**config.mk**
```make
export PLATFORM = sky130hd
export DESIGN_NAME = trace_sink_flat
export DESIGN_NICKNAME = d
export VERILOG_FILES = /design/src/rtl/trace_sink_pkg.sv /design/src/rtl/trace_sink_if.sv /design/src/rtl/trace_sink_fifo.sv /design/src/rtl/trace_sink.sv /design/src/flat_wrapper.sv
export SDC_FILE = /design/constraint.sdc
export NUM_CORES = 1
export LEC_CHECK = 0
export CAP_MARGIN = 10
export CORE_ASPECT_RATIO = 0.5
export CORE_MARGIN = 3
export CORE_UTILIZATION = 40
export CTS_BUF_LIST = sky130_fd_sc_hd__clkbuf_8
export CTS_CLUSTER_DIAMETER = 80
export DETAILED_ROUTE_END_ITERATION = 6
export GPL_ROUTABILITY_DRIVEN = 0
export PLACE_DENSITY = 0.62
export SYNTH_ARGS = -nofsm -noshare
export SYNTH_HDL_FRONTEND = slang
export SYNTH_SLANG_ARGS = --single-unit
```
**constraint.sdc**
```tcl
create_clock -name clk -period 28.6 [get_ports clk]
set_input_delay 5.72 -clock clk [delete_from_list [all_inputs] [get_ports clk]]
set_output_delay 5.72 -clock clk [all_outputs]
set_load 0.005 [all_outputs]
```
**src/rtl/trace_sink_pkg.sv**
```systemverilog
// Shared types and constants for the trace sink: record layout, FSM states,
// frame sync bytes and the record-to-word sizing helper.
package trace_sink_pkg;

    // One completed trace record as delivered by the trace unit (pc in the low word).
    typedef struct packed {
        logic [31:0] timestamp;
        logic [31:0] instr;
        logic [31:0] pc;
    } trace_format;

    typedef enum logic [2:0] {
        IDLE,
        HDR,
        PAYLOAD,
        TERM,
        DONE
    } sink_state_t;

    localparam logic [7:0] SYNC_DATA = 8'hC7;
    localparam logic [7:0] SYNC_TERM = 8'hE0;

    // Number of 32-bit stream words needed to carry a record of the given width.
    function automatic int words_for(input int width);
        return (width + 31) / 32;
    endfunction

endpackage

```
**src/rtl/trace_sink_if.sv**
```systemverilog
// Ready/valid output stream of the trace sink: 32-bit words with a frame-end marker.
interface trace_sink_if;

    logic [31:0] out_data_o;
    logic        out_valid_o;
    logic        out_ready_i;
    logic        out_last_o;

    modport master (
        output out_data_o,
        output out_valid_o,
        output out_last_o,
        input  out_ready_i
    );

    modport slave (
        input  out_data_o,
        input  out_valid_o,
        input  out_last_o,
        output out_ready_i
    );

endinterface

```
**src/rtl/trace_sink_fifo.sv**
```systemverilog
// Synchronous first-word-fall-through FIFO holding whole trace records.
// A push while full is ignored, so the caller decides what counts as a drop.
module trace_fifo #(
    parameter int WIDTH = 96,
    parameter int DEPTH = 8
) (
    input  logic                     clk,
    input  logic                     rst_n,
    input  logic                     push,
    input  logic                     pop,
    input  logic [WIDTH-1:0]         din,
    output logic [WIDTH-1:0]         dout,
    output logic                     full,
    output logic                     empty,
    output logic [$clog2(DEPTH):0]   level
);

    localparam int AW = $clog2(DEPTH);

    logic [WIDTH-1:0] mem [DEPTH];
    logic [AW-1:0]    rd_ptr;
    logic [AW-1:0]    wr_ptr;
    logic [AW:0]      count;
    logic             do_push;
    logic             do_pop;

    assign do_push = push && !full;
    assign do_pop  = pop && !empty;

    // Record storage; contents need no reset because pointers define validity.
    always_ff @(posedge clk) begin
        if (do_push) begin
            mem[wr_ptr] <= din;
        end
    end

    // Pointers and occupancy; pointers wrap naturally since DEPTH is a power of 2.
    always_ff @(posedge clk) begin
        if (!rst_n) begin
            rd_ptr <= '0;
            wr_ptr <= '0;
            count  <= '0;
        end else begin
            if (do_push) begin
                wr_ptr <= wr_ptr + 1'b1;
            end
            if (do_pop) begin
                rd_ptr <= rd_ptr + 1'b1;
            end
            case ({do_push, do_pop})
                2'b10:   count <= count + 1'b1;
                2'b01:   count <= count - 1'b1;
                default: count <= count;
            endcase
        end
    end

    assign dout  = mem[rd_ptr];
    assign full  = (count == (AW+1)'(DEPTH));
    assign empty = (count == '0);
    assign level = count;

endmodule

```
**src/rtl/trace_sink.sv**
```systemverilog
// Consumer end of the Gouram trace port: buffers completed records and
// serialises each into a framed word stream, then closes with a terminator
// frame once the trace unit has locked and the buffer has drained.
module trace_sink
    import trace_sink_pkg::*;
#(
    parameter int TRACE_W = $bits(trace_format),
    parameter int DEPTH   = 8
) (
    input  logic                     clk,
    input  logic                     rst_n,
    input  logic [TRACE_W-1:0]       trace_i,
    input  logic                     trace_valid_i,
    input  logic                     capture_enable_i,
    input  logic                     lock_i,
    trace_sink_if.master             out,
    output logic [$clog2(DEPTH):0]   fifo_level_o,
    output logic                     overflow_o,
    output logic                     done_o
);

    localparam int WORDS = words_for(TRACE_W);
    localparam int IDX_W = (WORDS > 1) ? $clog2(WORDS) : 1;
    localparam int LVL_W = $clog2(DEPTH) + 1;
    localparam logic [IDX_W-1:0] LAST_IDX = IDX_W'(WORDS - 1);
    localparam logic [7:0]       WORDS_B  = 8'(WORDS);

    sink_state_t        state;
    sink_state_t        state_next;
    logic [IDX_W-1:0]   word_idx;
    logic [IDX_W-1:0]   word_idx_next;
    logic [7:0]         seq;
    logic [7:0]         drop_cnt;
    logic               lock_seen;

    logic [TRACE_W-1:0] fifo_dout;
    logic               fifo_full;
    logic               fifo_empty;
    logic [LVL_W-1:0]   fifo_level;

    logic               accept;
    logic               push;
    logic               drop;
    logic               pop;
    logic               hdr_xfer;

    logic [WORDS*32-1:0] padded;
    logic [31:0]         payload_word;
    logic [31:0]         data_hdr;
    logic [31:0]         term_hdr;

    logic [31:0]         stream_data;
    logic                stream_valid;
    logic                stream_last;

    // Full is judged on the occupancy at the start of the cycle, so a record
    // arriving while full is dropped even if the head is popped this cycle.
    assign accept = trace_valid_i && capture_enable_i && !lock_i && !lock_seen;
    assign push   = accept && !fifo_full;
    assign drop   = accept && fifo_full;

    trace_fifo #(
        .WIDTH (TRACE_W),
        .DEPTH (DEPTH)
    ) u_fifo (
        .clk   (clk),
        .rst_n (rst_n),
        .push  (push),
        .pop   (pop),
        .din   (trace_i),
        .dout  (fifo_dout),
        .full  (fifo_full),
        .empty (fifo_empty),
        .level (fifo_level)
    );

    // Zero-pad the head record up to a whole number of stream words.
    always_comb begin
        padded                = '0;
        padded[TRACE_W-1:0]   = fifo_dout;
    end

    assign payload_word = padded[32*word_idx +: 32];
    assign data_hdr     = {SYNC_DATA, seq, drop_cnt, WORDS_B};
    assign term_hdr     = {SYNC_TERM, seq, drop_cnt, 8'h00};

    // State, word index, sequence number, drop counter and sticky flags.
    always_ff @(posedge clk) begin
        if (!rst_n) begin
            state      <= IDLE;
            word_idx   <= '0;
            seq        <= 8'h00;
            drop_cnt   <= 8'h00;
            lock_seen  <= 1'b0;
            overflow_o <= 1'b0;
        end else begin
            state    <= state_next;
            word_idx <= word_idx_next;
            if (hdr_xfer) begin
                seq      <= seq + 8'd1;
                drop_cnt <= {7'b0, drop};
            end else if (drop && (drop_cnt != 8'hFF)) begin
                drop_cnt <= drop_cnt + 8'd1;
            end
            if (lock_i) begin
                lock_seen <= 1'b1;
            end
            if (drop) begin
                overflow_o <= 1'b1;
            end
        end
    end

    // Frame sequencing; IDLE presents a waiting header at once so a freshly
    // pushed record reaches the stream on the very next cycle.
    always_comb begin
        state_next    = state;
        word_idx_next = word_idx;
        stream_valid  = 1'b0;
        stream_data   = 32'h0;
        stream_last   = 1'b0;
        pop           = 1'b0;
        hdr_xfer      = 1'b0;
        case (state)
            IDLE: begin
                if (!fifo_empty) begin
                    stream_valid = 1'b1;
                    stream_data  = data_hdr;
                    if (out.out_ready_i) begin
                        hdr_xfer      = 1'b1;
                        word_idx_next = '0;
                        state_next    = PAYLOAD;
                    end else begin
                        state_next    = HDR;
                    end
                end else if (lock_seen) begin
                    state_next = TERM;
                end
            end
            HDR: begin
                stream_valid = 1'b1;
                stream_data  = data_hdr;
                if (out.out_ready_i) begin
                    hdr_xfer      = 1'b1;
                    word_idx_next = '0;
                    state_next    = PAYLOAD;
                end
            end
            PAYLOAD: begin
                stream_valid = 1'b1;
                stream_data  = payload_word;
                stream_last  = (word_idx == LAST_IDX);
                if (out.out_ready_i) begin
                    if (word_idx == LAST_IDX) begin
                        pop           = 1'b1;
                        word_idx_next = '0;
                        state_next    = (fifo_level > LVL_W'(1)) ? HDR : IDLE;
                    end else begin
                        word_idx_next = word_idx + 1'b1;
                    end
                end
            end
            TERM: begin
                stream_valid = 1'b1;
                stream_data  = term_hdr;
                stream_last  = 1'b1;
                if (out.out_ready_i) begin
                    state_next = DONE;
                end
            end
            DONE: begin
                state_next = DONE;
            end
            default: begin
                state_next = IDLE;
            end
        endcase
    end

    assign out.out_data_o  = stream_data;
    assign out.out_valid_o = stream_valid;
    assign out.out_last_o  = stream_last;
    assign fifo_level_o    = fifo_level;
    assign done_o          = (state == DONE);

endmodule
```
**src/flat_wrapper.sv**
```systemverilog
// flat-port wrapper written by rule: the top's interface ports become plain ports
module trace_sink_flat import trace_sink_pkg::*;
#(
    parameter int TRACE_W = $bits(trace_format),
    parameter int DEPTH   = 8
)
  (clk, rst_n, trace_i, trace_valid_i, capture_enable_i, lock_i, fifo_level_o, overflow_o, done_o, out_out_data_o, out_out_valid_o, out_out_last_o, out_out_ready_i);
  trace_sink_if out_i ();
  input  logic clk;
  input  logic rst_n;
  input  logic [TRACE_W-1:0] trace_i;
  input  logic trace_valid_i;
  input  logic capture_enable_i;
  input  logic lock_i;
  output logic [$clog2(DEPTH):0] fifo_level_o;
  output logic overflow_o;
  output logic done_o;
  output wire logic [$bits(out_i.out_data_o)-1:0] out_out_data_o;
  output wire logic [$bits(out_i.out_valid_o)-1:0] out_out_valid_o;
  output wire logic [$bits(out_i.out_last_o)-1:0] out_out_last_o;
  input wire logic [$bits(out_i.out_ready_i)-1:0] out_out_ready_i;
  assign out_out_data_o = out_i.out_data_o;
  assign out_out_valid_o = out_i.out_valid_o;
  assign out_out_last_o = out_i.out_last_o;
  assign out_i.out_ready_i = out_out_ready_i;
  trace_sink #(.TRACE_W(TRACE_W), .DEPTH(DEPTH)) u_core (.clk(clk), .rst_n(rst_n), .trace_i(trace_i), .trace_valid_i(trace_valid_i), .capture_enable_i(capture_enable_i), .lock_i(lock_i), .out(out_i), .fifo_level_o(fifo_level_o), .overflow_o(overflow_o), .done_o(done_o));
endmodule
```
==> metrics.csv <==
metric;value;unit
crit path capture type;output port;
Fin Hold WS;0.479;ns
Worst-path clk slew;0.06;ns
Routed Antenna Nets;0;
CTS tree;yes;
GRT Total Usage;16.7;%
Layout area overhead;15.7;%
status;completed;
total design power;2.30;mW
unrepaired setup endpoints after global routing;false;
register area share after synthesis;76.3;%
peak supply drop;0.0000365;V
post-layout minimum cycle time;10.94;ns
Post-Layout Inst Area;36100;um2
first-pass GRT wire length;102;mm
layout cell share with drive strength beyond 1;20.6;%
relative slew slack;29.2;%
hpwl dp;37.8;mm
Final Hold Violating Endpoints;0;
Die Wd;401;um
hold buffer count at CTS;0;
Clock Latency Late Sink;0.70;ns
pre-CTS worst setup slack;18.19;ns
postcts setup bufs;0;
vias in the first global route;15600;
Synth async-reset ratio;0;%
Congestion Overflow GR;0;
crit share post-route;38.2;%
# port buffers;141;
Seq cells post-synth;804;
top_reg_cell synth;edfxtp_1;
Die Span Y;203;um
critical path startpoint category;flop;
1st-iter DRT viols;1245;
Power Dens Cells;63.8;nW/um2
syn avg cell area;20.9;um2
# rows;71;
vias per cell;5.36;
P_leak;11.1;nW
warnings from Yosys;0;
Setup Skew;0.0163;ns
final worst slack;17.66;ns
Post-Synthesis Cells;1490;
antenna violations before repair;3;
Worst Path Required;22.88;ns
TritonRoute pass-1 iters;6;
Slew Limit Fails;0;
fmax;91.4;MHz
largest net degree at the start of global routing;61;
Starting Density;40.9;%
TNS Setup;0;ns
final-stage net count;1814;
total CTS buffers;115;
most common cell after layout, fill and taps aside;edfxtp_1;
Max Cap Violations;0;
Vias;15100;
Placed Area;33800;um2
cells resized by post-CTS repair;0;
clock sink count;804;
WS Path Type;reg -> out;
CTS root buffer;clkbuf_8;
Slew @ Worst Pin;1.06;ns
die area;81500;um2
Avg WL per Cell;24.3;um
CP max FO;47;
number of synthesized flops with an enable pin;768;
number of distinct library cells after synthesis;59;
H-tree Lvls;3;
Syn Nets;1600;
DRC errors left;0;
DRT Wirelength;68.6;mm
Hold WC Path Type;reg -> reg;
core box area;76100;um2
synthesized area;31200;um2
most frequent cells in the layout;edfxtp_1 (768), mux4_2 (176), clkdlybuf4s50_1 (141);
Clock Tree Buf Depth;3;
final setup vio count;0;
IO Pins;142;
CP arrival;5.22;ns
layer usage:
metal	vias up	track usage, %	wire length (um)
li1	6648	-	-
met1	8021	23.1	30200
met2	343	27.7	33800
met3	95	3.16	3220
met4	4	4.04	1330
met5	-	0	27
critical path, cell delays in order (launching register included):
cell	delay [ns]
dfxtp_4	0.90
buf_4	0.85
buf_4	0.81
mux4_2	0.59
mux2i_1	0.30
nor2_1	0.08
or3_1	0.39
clkdlybuf4s50_1	0.46
cells by family (layout without fill, tap and decap cells):
kind of cell / Yosys count / in the layout / share of synthesized area (%)
buffers and inverters: 89 / 397 / 1.31
AND/OR/NAND/NOR: 178 / 178 / 2.87
other: 0 / 1 / 0
XOR/XNOR: 11 / 11 / 0.309
AO/OA/AOI/OAI: 106 / 106 / 2.36
flip-flops: 804 / 804 / 76.3
adder cells (fa/ha/maj): 8 / 8 / 0.321
multiplexers: 294 / 294 / 16.5
final timing paths:
path	start	end	slack [ns]	cells after the start
min	u_core.u_fifo.rd_ptr[2]$_SDFFE_PN0P_	flop	0.48	2
max	flop	out_out_data_o[5]	17.66	7
min reg2reg	u_core.u_fifo.rd_ptr[2]$_SDFFE_PN0P_	flop	0.48	2
max reg2reg	u_core.u_fifo.level[0]$_SDFFE_PN0P_	u_core.u_fifo.mem[6][28]$_DFFE_PP_	25.04	6
flip-flops by register name, indices dropped and copies added (netlist names), named ones only:
name                  count
u_core.word_idx           2
u_core.u_fifo.mem       768
u_core.lock_seen          1
u_core.drop_cnt           8
u_core.overflow_o         1
u_core.seq                8
u_core.state              3
u_core.u_fifo.wr_ptr      3
u_core.u_fifo.rd_ptr      3
u_core.u_fifo.level       4
Yosys cell counts, types with 9 or more instances:
library cell,instances,share of area (%)
edfxtp_1,768,74
mux4_2,176,13
mux2i_1,118,3.8
nor2_1,79,0.95
dfxtp_1,36,2.3
buf_2,29,0.47
clkbuf_1,28,0.34
a22oi_1,20,0.48
o22ai_1,19,0.38
a21oi_1,18,0.29
a211o_1,16,0.45
nand2_1,16,0.19
or3_1,15,0.30
nand3_1,14,0.22
inv_1,13,0.16
buf_1,11,0.13
xor2_1,9,0.25
power breakdown:
part	total [mW]	internal (mW)	switching (mW)
logic	0.108	0.0487	0.0589
clock network	0.892	0.469	0.423
registers	1.30	1.29	0.00519
per-stage QoR:
stage	cells	utilization, %
finish	2821	47.4
global route	2821	47.4
CTS	2820	47.4
detailed placement	2609	44.4
global placement	2609	44.4
floorplan	1490	-
final cells by class:
cell class,instances,area (um2)
fill,6211,40100
sequential,804,23800
multi-input combinational,597,7020
clock buffer,123,1690
timing repair buffer,173,1650
tap,1022,1280
clock inverter,88,578
inverter,13,48.8
antenna,1,2.50
Note: power is estimated with default switching activity, not from simulation.
